`config.mk`:
```
export PLATFORM = sky130hd
export DESIGN_NAME = alu_issue_stage
export DESIGN_NICKNAME = d
export VERILOG_FILES = /design/src/rtl/alu_issue_stage.sv
export SDC_FILE = /design/constraint.sdc
export NUM_CORES = 1
export LEC_CHECK = 0
export BUFFER_PORTS_ARGS = -buffer_cell sky130_fd_sc_hd__buf_2
export CAP_MARGIN = 40
export CELL_PAD_IN_SITES_DETAIL_PLACEMENT = 0
export CELL_PAD_IN_SITES_GLOBAL_PLACEMENT = 1
export CORE_AREA = 5 5 137 139
export CTS_CLUSTER_SIZE = 10
export DETAILED_ROUTE_END_ITERATION = 10
export DIE_AREA = 0 0 142 144
export PLACE_DENSITY = 0.73
export SLEW_MARGIN = 20
export SYNTH_ARGS = -nofsm -noshare
export SYNTH_HDL_FRONTEND = slang
export SYNTH_SLANG_ARGS = --single-unit
```
`constraint.sdc`:
```
create_clock -name clk -period 1.71 [get_ports clk]
set_input_delay 0.2565 -clock clk [delete_from_list [all_inputs] [get_ports clk]]
set_output_delay 0.2565 -clock clk [all_outputs]
set_load 0.01 [all_outputs]
```
`src/rtl/alu_issue_stage.sv`:
```
// ---------------------------------------------------------------------------
// alu_issue_stage
//
// Registered ID/EX issue stage in front of the ALU. Decodes the main-decoder
// ALUOp class together with funct3 / funct7[5] into the 4-bit ALU Operation
// code, then holds operation, operands and destination register in a
// two-entry skid buffer (head + skid) behind a valid/ready handshake.
//
// Ports
//   clk, rst_n          clock (rising edge), async active-low reset
//   in_valid/in_ready   decode-side handshake; in_ready = !skid_full (state only)
//   ALUOp, Funct3,      instruction class and function fields to decode
//   Funct7b5
//   SrcA_in, SrcB_in,   operands and destination register from decode
//   Rd_in
//   flush               synchronous kill of every held entry
//   out_valid/out_ready execute-side handshake on the head entry
//   Operation, SrcA,    registered head payload
//   SrcB, Rd, Illegal
//   issue_count,        performance counters, present only when the macro
//   stall_count         ALU_ISSUE_PERF_EN is defined
// ---------------------------------------------------------------------------
module alu_issue_stage #(
    parameter int DATA_WIDTH    = 32,
    parameter int OPCODE_LENGTH = 4,
    parameter int REG_ADDR_W    = 5
) (
    input  logic                     clk,
    input  logic                     rst_n,
    input  logic                     in_valid,
    output logic                     in_ready,
    input  logic [1:0]               ALUOp,
    input  logic [2:0]               Funct3,
    input  logic                     Funct7b5,
    input  logic [DATA_WIDTH-1:0]    SrcA_in,
    input  logic [DATA_WIDTH-1:0]    SrcB_in,
    input  logic [REG_ADDR_W-1:0]    Rd_in,
    input  logic                     flush,
    output logic                     out_valid,
    input  logic                     out_ready,
    output logic [OPCODE_LENGTH-1:0] Operation,
    output logic [DATA_WIDTH-1:0]    SrcA,
    output logic [DATA_WIDTH-1:0]    SrcB,
    output logic [REG_ADDR_W-1:0]    Rd,
`ifdef ALU_ISSUE_PERF_EN
    output logic [31:0]              issue_count,
    output logic [31:0]              stall_count,
`endif
    output logic                     Illegal
);

    localparam logic [OPCODE_LENGTH-1:0] OP_AND = OPCODE_LENGTH'(4'b0000);
    localparam logic [OPCODE_LENGTH-1:0] OP_OR  = OPCODE_LENGTH'(4'b0001);
    localparam logic [OPCODE_LENGTH-1:0] OP_ADD = OPCODE_LENGTH'(4'b0010);
    localparam logic [OPCODE_LENGTH-1:0] OP_SUB = OPCODE_LENGTH'(4'b0110);
    localparam logic [OPCODE_LENGTH-1:0] OP_EQ  = OPCODE_LENGTH'(4'b1000);
    localparam logic [OPCODE_LENGTH-1:0] OP_ILL = OPCODE_LENGTH'(4'b1111);

    // Entry layout: {operation, srcA, srcB, rd, illegal}
    localparam int PW = OPCODE_LENGTH + 2 * DATA_WIDTH + REG_ADDR_W + 1;

    logic [OPCODE_LENGTH-1:0] dec_op;
    logic                     dec_ill;
    logic [PW-1:0]            in_pl;

    logic [PW-1:0] head_q, head_d;
    logic [PW-1:0] skid_q, skid_d;
    logic          head_v_q, head_v_d;
    logic          skid_v_q, skid_v_d;

    logic accept;
    logic consume;

    // ------------------------------------------------------------------
    // Decode
    // ------------------------------------------------------------------
    always_comb begin
        dec_op  = OP_ILL;
        dec_ill = 1'b1;
        unique case (ALUOp)
            2'b00: begin
                dec_op  = OP_ADD;
                dec_ill = 1'b0;
            end
            2'b01: begin
                if (Funct3 == 3'b000 || Funct3 == 3'b001) begin
                    dec_op  = OP_EQ;
                    dec_ill = 1'b0;
                end
            end
            2'b10: begin
                unique case (Funct3)
                    3'b000: begin
                        dec_op  = Funct7b5 ? OP_SUB : OP_ADD;
                        dec_ill = 1'b0;
                    end
                    3'b111: begin
                        dec_op  = OP_AND;
                        dec_ill = 1'b0;
                    end
                    3'b110: begin
                        dec_op  = OP_OR;
                        dec_ill = 1'b0;
                    end
                    default: ;
                endcase
            end
            2'b11: begin
                // Immediate forms have no SUB; bit 30 is part of the immediate.
                unique case (Funct3)
                    3'b000: begin
                        dec_op  = OP_ADD;
                        dec_ill = 1'b0;
                    end
                    3'b111: begin
                        dec_op  = OP_AND;
                        dec_ill = 1'b0;
                    end
                    3'b110: begin
                        dec_op  = OP_OR;
                        dec_ill = 1'b0;
                    end
                    default: ;
                endcase
            end
            default: ;
        endcase
    end

    assign in_pl = {dec_op, SrcA_in, SrcB_in, Rd_in, dec_ill};

    // ------------------------------------------------------------------
    // Handshake and skid buffer
    // ------------------------------------------------------------------
    // in_ready comes straight from the skid valid flop, so it never depends
    // combinationally on out_ready or in_valid.
    assign in_ready  = ~skid_v_q;
    assign out_valid = head_v_q;
    assign accept    = in_valid & in_ready;
    assign consume   = head_v_q & out_ready;

    always_comb begin
        head_d   = head_q;
        skid_d   = skid_q;
        head_v_d = head_v_q;
        skid_v_d = skid_v_q;
        if (flush) begin
            head_v_d = 1'b0;
            skid_v_d = 1'b0;
        end else if (skid_v_q) begin
            // Skid full implies in_ready=0: only a drain into head can happen.
            if (consume) begin
                head_d   = skid_q;
                skid_v_d = 1'b0;
            end
        end else if (!head_v_q || consume) begin
            head_v_d = accept;
            if (accept) begin
                head_d = in_pl;
            end
        end else if (accept) begin
            skid_d   = in_pl;
            skid_v_d = 1'b1;
        end
    end

    always_ff @(posedge clk or negedge rst_n) begin
        if (!rst_n) begin
            head_q   <= '0;
            skid_q   <= '0;
            head_v_q <= 1'b0;
            skid_v_q <= 1'b0;
        end else begin
            head_q   <= head_d;
            skid_q   <= skid_d;
            head_v_q <= head_v_d;
            skid_v_q <= skid_v_d;
        end
    end

    assign {Operation, SrcA, SrcB, Rd, Illegal} = head_q;

`ifdef ALU_ISSUE_PERF_EN
    // ------------------------------------------------------------------
    // Performance counters (free-running, wrap at 2^32)
    // ------------------------------------------------------------------
    logic [31:0] issue_cnt_q, issue_cnt_d;
    logic [31:0] stall_cnt_q, stall_cnt_d;

    always_comb begin
        issue_cnt_d = issue_cnt_q;
        stall_cnt_d = stall_cnt_q;
        if (consume) begin
            issue_cnt_d = issue_cnt_q + 32'd1;
        end
        if (head_v_q && !out_ready) begin
            stall_cnt_d = stall_cnt_q + 32'd1;
        end
    end

    always_ff @(posedge clk or negedge rst_n) begin
        if (!rst_n) begin
            issue_cnt_q <= '0;
            stall_cnt_q <= '0;
        end else begin
            issue_cnt_q <= issue_cnt_d;
            stall_cnt_q <= stall_cnt_d;
        end
    end

    assign issue_count = issue_cnt_q;
    assign stall_count = stall_cnt_q;
`endif

endmodule

```
* Yosys cells after proc, flatten, opt, wreduce, memory -nomap -nowiden
Index checks and enable logic that the tools add are counted.
** Operators by class
- Reduce and logical (&&, ||, !) cells :: 13
- Mux-type cells :: 20
- Bitwise operators :: 5
- Eq/ne operators :: 8
** Operator list (count)
- $mux 74 :: 4
- $pmux 4 s3 :: 2
- $pmux 4 s4 :: 1
- $mux 1 :: 10
- $reduce_and 4->1 :: 2
- $eq 3x3->1 const B :: 2
- $mux 3 :: 2
- $reduce_bool 2->1 :: 3
- $eq 2x2->1 const B :: 2
- $eq 3x1->1 const B :: 1
- $logic_not 3->1 :: 1
- $not 1->1 :: 3
- $pmux 1 s3 :: 1
- $reduce_or 3->1 :: 1
- $and 1x1->1 :: 2
- $eq 2x1->1 const B :: 1
- $logic_not 2->1 :: 1
- $logic_or 1x1->1 :: 2
- $ne 2x1->1 const B :: 1
- $ne 2x2->1 const B :: 1
- $reduce_and 2->1 :: 1
- $reduce_or 2->1 :: 1
- $logic_not 1->1 :: 1
** Word-level totals
- Logic and storage cells :: 50
- Flip-flop bits (word level) :: 150
- Output and inout bits :: 76

* Logic depth before layout (Yosys ltp)
- Depth in word-level cells :: 7
- Depth in mapped cells :: 6

* Worst setup path after synthesis
OpenSTA, ideal clock, no wires.
- Path kind :: register to register
- Start point :: reg skid_v_q
- End point :: reg skid_q[72]
- Clock period less this slack :: 1.596 ns
- Slack :: 0.114 ns
- Buffers on the path :: 3
- Stages on the path, launching flop included :: 7
- Data arrival time :: 1.468 ns
- Cells stage by stage :: dfrtp_1 -> buf_2 -> nand2b_4 -> nor3_2 -> buf_4 -> buf_6 -> mux2_1
** On the way
- Longest elaborated chain between the ends :: 3
** RTL lines
- start: declaration :: line 69 : logic skid_v_q, skid_v_d;
- start signal: assignment :: line 177 : skid_v_q <= skid_v_d;
- $not 1->1 (no source line) (*)
- $and 1x1->1 :: line 139 : assign accept = in_valid & in_ready;
- $reduce_and 4->1 (no source line) (*)
- end signal: assignment :: line 175 : skid_q <= skid_d;
- end: declaration :: line 67 : logic [PW-1:0] skid_q, skid_d;
Mark *: on every way between the ends. The rest lies on a longest branch, timed or not.
A chain may end at the register's enable or synchronous reset.

* Worst setup path in the final report
- Start point :: reg skid_v_q
- End point :: reg skid_q[2]
The elaborated chain is that of the path after synthesis.

==> impl_metrics.toml <==
[timing]
fin_crit_ps = 1670
rsz0062_at_grt = "true"
fin_worst_skew_ps = 6.25
fin_crit_sh_pct = 97.6
finalHoldViolations = 0
relSlewSlack_pct = 59.7
worst_pin_slew_ps = 605
clock.fmax_ghz = 0.599
setup_viol = 0
slew_viol_final = 0

[global_routing]
grt_use_met1_pct = 22.4
overflow = 0
use_met3_pct = 4.83
antenna_found_initial = 0
grt_use_total_pct = 16.7
grt_max_degree = 59
grt_pass1_vias = 5065
use_met2_pct = 25.6
grt_pass1_wl_um = 26900
busiest_layer = "met2"

[logic_synthesis]
synth_cell_types = 37
syn_area_sq_um = 6690
syn_nets = 605
ys_seq_area_share_pct = 56.1
syn_inst = 525
ys_warn_count = 0
avgSynthCellArea_sq_um = 12.7
ys_ff_latch = 150

[placement]
dp.cells = 878
gp_congestion = 0.762
dp_hpwl_um = 11400
placed_cell_area_sq_um = 7670
port_buffers = 155

[final_layout]
final_cells = 914
insertedDiodeCount = 0
fin_util_pct = 47.4
nNetsFinal = 752
fillers = 1620
final_area_sq_um = 8310
drive_gt1_share_pct = 34.0
syn2layout_area_growth_pct = 24.3

[cts]
root_buffer = "clkbuf_16"
cts_buffers = 17
clk_pin_slew_worst_paths_ps = 60
cts_tree = "built"
clock_sinks = 150
clk_latency_ps = 420
h-tree-depth = 4
clk_path_buf_depth = 2

[worst_setup_path]
startpoint_type = "register"
critPathMaxFanout = 19
r2r_slack_ps = 40
cp_num_buf_inv = 2
slowest_delay_ps = 490
crit_path_top_delay_cell = "dfrtp_4"
worstPathRequired_ps = 2010
cp_top_family = "flip-flops"
cp.arrival_ps = 1970
cp_cell_sequence = "nand2b_4 -> nor3_4 -> buf_12 -> clkbuf_16 -> mux2_2"
critPathKind = "register to register"
worstSetupEndpointType = "register"

[power]
switching_share_pct = 28.5
p_leak_nw = 3.55
power.switching_w = 0.00294
internal_power_w = 0.00740
pwr-share-comb_pct = 19.5
sequentialPowerShare_pct = 46.9
power.density_nw_per_um2 = 1240
power_frac_clock_pct = 33.6
vdd_drop_max_mv = 0.735

[route]
routedWlPerCell_um = 18.8
postRouteAntennaNets = 0
wirelength_um = 17200
vias = 4906
firstDrtPassIters = 4
avgViaCountPerCell = 5.37
drc = 0
drtIter0Drc = 357

[floorplanning]
die_w_um = 142
initial_core_util_pct = 38.1
die_h_um = 144
row_count = 49
core_sq_um = 17500
ios = 156
design.die.area_sq_um = 20400

[run_status]
status = "complete, no violations"

[worst_hold_path]
hold_path.class = "input port to register"

[job]
drv_cap = 0
logic make-up after synthesis:
group                  share of synthesized area (%)
AND/OR/NAND/NOR                                 1.91
buffers and inverters                           5.03
multiplexers                                    23.6
AO/OA/AOI/OAI                                   13.3
flip-flops                                      56.1
path summary, 6_finish.rpt:
path,start,end,cells past startpoint
setup / recovery,skid_v_q$_DFF_PN0_,skid_q[2]$_DFFE_PN0P_,5
hold / removal,out_ready,skid_v_q$_DFF_PN0_,2
setup reg to reg,skid_v_q$_DFF_PN0_,skid_q[2]$_DFFE_PN0P_,5
hold reg to reg,skid_q[53]$_DFFE_PN0P_,skid_q[53]$_DFFE_PN0P_,1
max in group asynchronous,rst_n,skid_q[2]$_DFFE_PN0P_,3
min in group asynchronous,rst_n,head_q[63]$_DFFE_PN0P_,2
sequential cells by signal (all words and copies together) (netlist names):
signal     flops
out_valid      1
skid_q        74
head_q        74
skid_v_q       1
layer usage:
| metal | wire length [um] | vias to the layer above |
|---|---|---|
| met4 | 279 | 0 |
| met5 | 0 | - |
| met3 | 1130 | 19 |
| li1 | - | 2260 |
| met2 | 8010 | 155 |
| met1 | 7750 | 2472 |
power by group through the flow:
stage | logic (W) | registers (W) | clock network (W)
2_1_floorplan | 0.00105 | 0.00498 | 0
3_3_place_gp | 0.00197 | 0.00486 | 0
3_5_place_dp | 0.00204 | 0.00491 | 0
4_1_cts | 0.00205 | 0.00485 | 0.00355
5_1_grt | 0.00224 | 0.00495 | 0.00371
6_report | 0.00202 | 0.00485 | 0.00347
placed cells by master, fill, tap and decap left out, types with 2 or more instances in the layout:
master,count
a211oi_1,2
a21oi_1,71
a31oi_1,70
buf_12,6
buf_2,154
buf_4,12
buf_6,2
clkbuf_16,19
clkinv_2,6
clkinvlp_4,5
dfrtp_1,149
inv_1,4
mux2_1,59
mux2_2,16
mux2_4,2
mux2i_1,70
nand2_1,5
nor2_1,2
nor3_1,2
o41ai_1,2
what timing repair did:
| action | CTS | global route |
|---|---|---|
| hold endpoints to repair | 37 | 0 |
| hold buffers | 1 | 0 |
| cloned | 0 | 2 |
| buffers inserted | 0 | 1 |
| pin swaps | 1 | 1 |
| endpoints found under the setup margin | 1 | 32 |
| gates resized for setup | 1 | 1 |
stage by stage:
stage                     hold slack, ps  worst slack [ps]  setup TNS, ps  power (W)
after floorplan                    -39.1               114              0    0.00602
after global placement               204              60.3              0    0.00683
after detailed placement             203              7.50              0    0.00694
after CTS                           25.0              38.8              0     0.0104
after global routing                41.5             -31.0           -811     0.0109
final                               40.3              40.9              0     0.0103
layout make-up:
type | instances | area (sq um) | share of cell area (%)
Sequential cell | 150 | 3760 | 45.2
Clock buffer | 19 | 443 | 5.33
Multi-Input combinational cell | 320 | 2600 | 31.3
Clock inverter | 13 | 106 | 1.28
Inverter | 5 | 18.8 | 0.226
Timing Repair Buffer | 178 | 1090 | 13.1
Tap cell | 229 | 287 | 3.45
cells in the mapped netlist, drive strengths merged:
cell,count,area share (%)
dfrtp,150,56
mux2,77,13
a21oi,71,5.3
a31oi,70,6.6
mux2i,70,10
buf,27,3.5
clkbuf,23,1.3
inv,5,0.28
nand2,5,0.28
a211oi,3,0.41
nor3,3,0.30
and3,2,0.26
nand2b,2,0.30
nor2,2,0.11
o41ai,2,0.26
a2111oi,1,0.13
a311oi,1,0.13
and4,1,0.13
nand3b,1,0.11
nand4,1,0.094
nor2b,1,0.094
nor4b,1,0.13
o2111ai,1,0.13
o21ai,1,0.075
o22a,1,0.13
o22ai,1,0.094
o31ai,1,0.11
or3,1,0.094
worst register-to-register path: cells and delay by family (launching register included):
kind	cells	cell delay, ps
DFF	1	490
buffers and inverters	2	360
and+or+nand+nor	2	350
muxes	1	350
No activity file was read; power rests on OpenSTA's default activity.
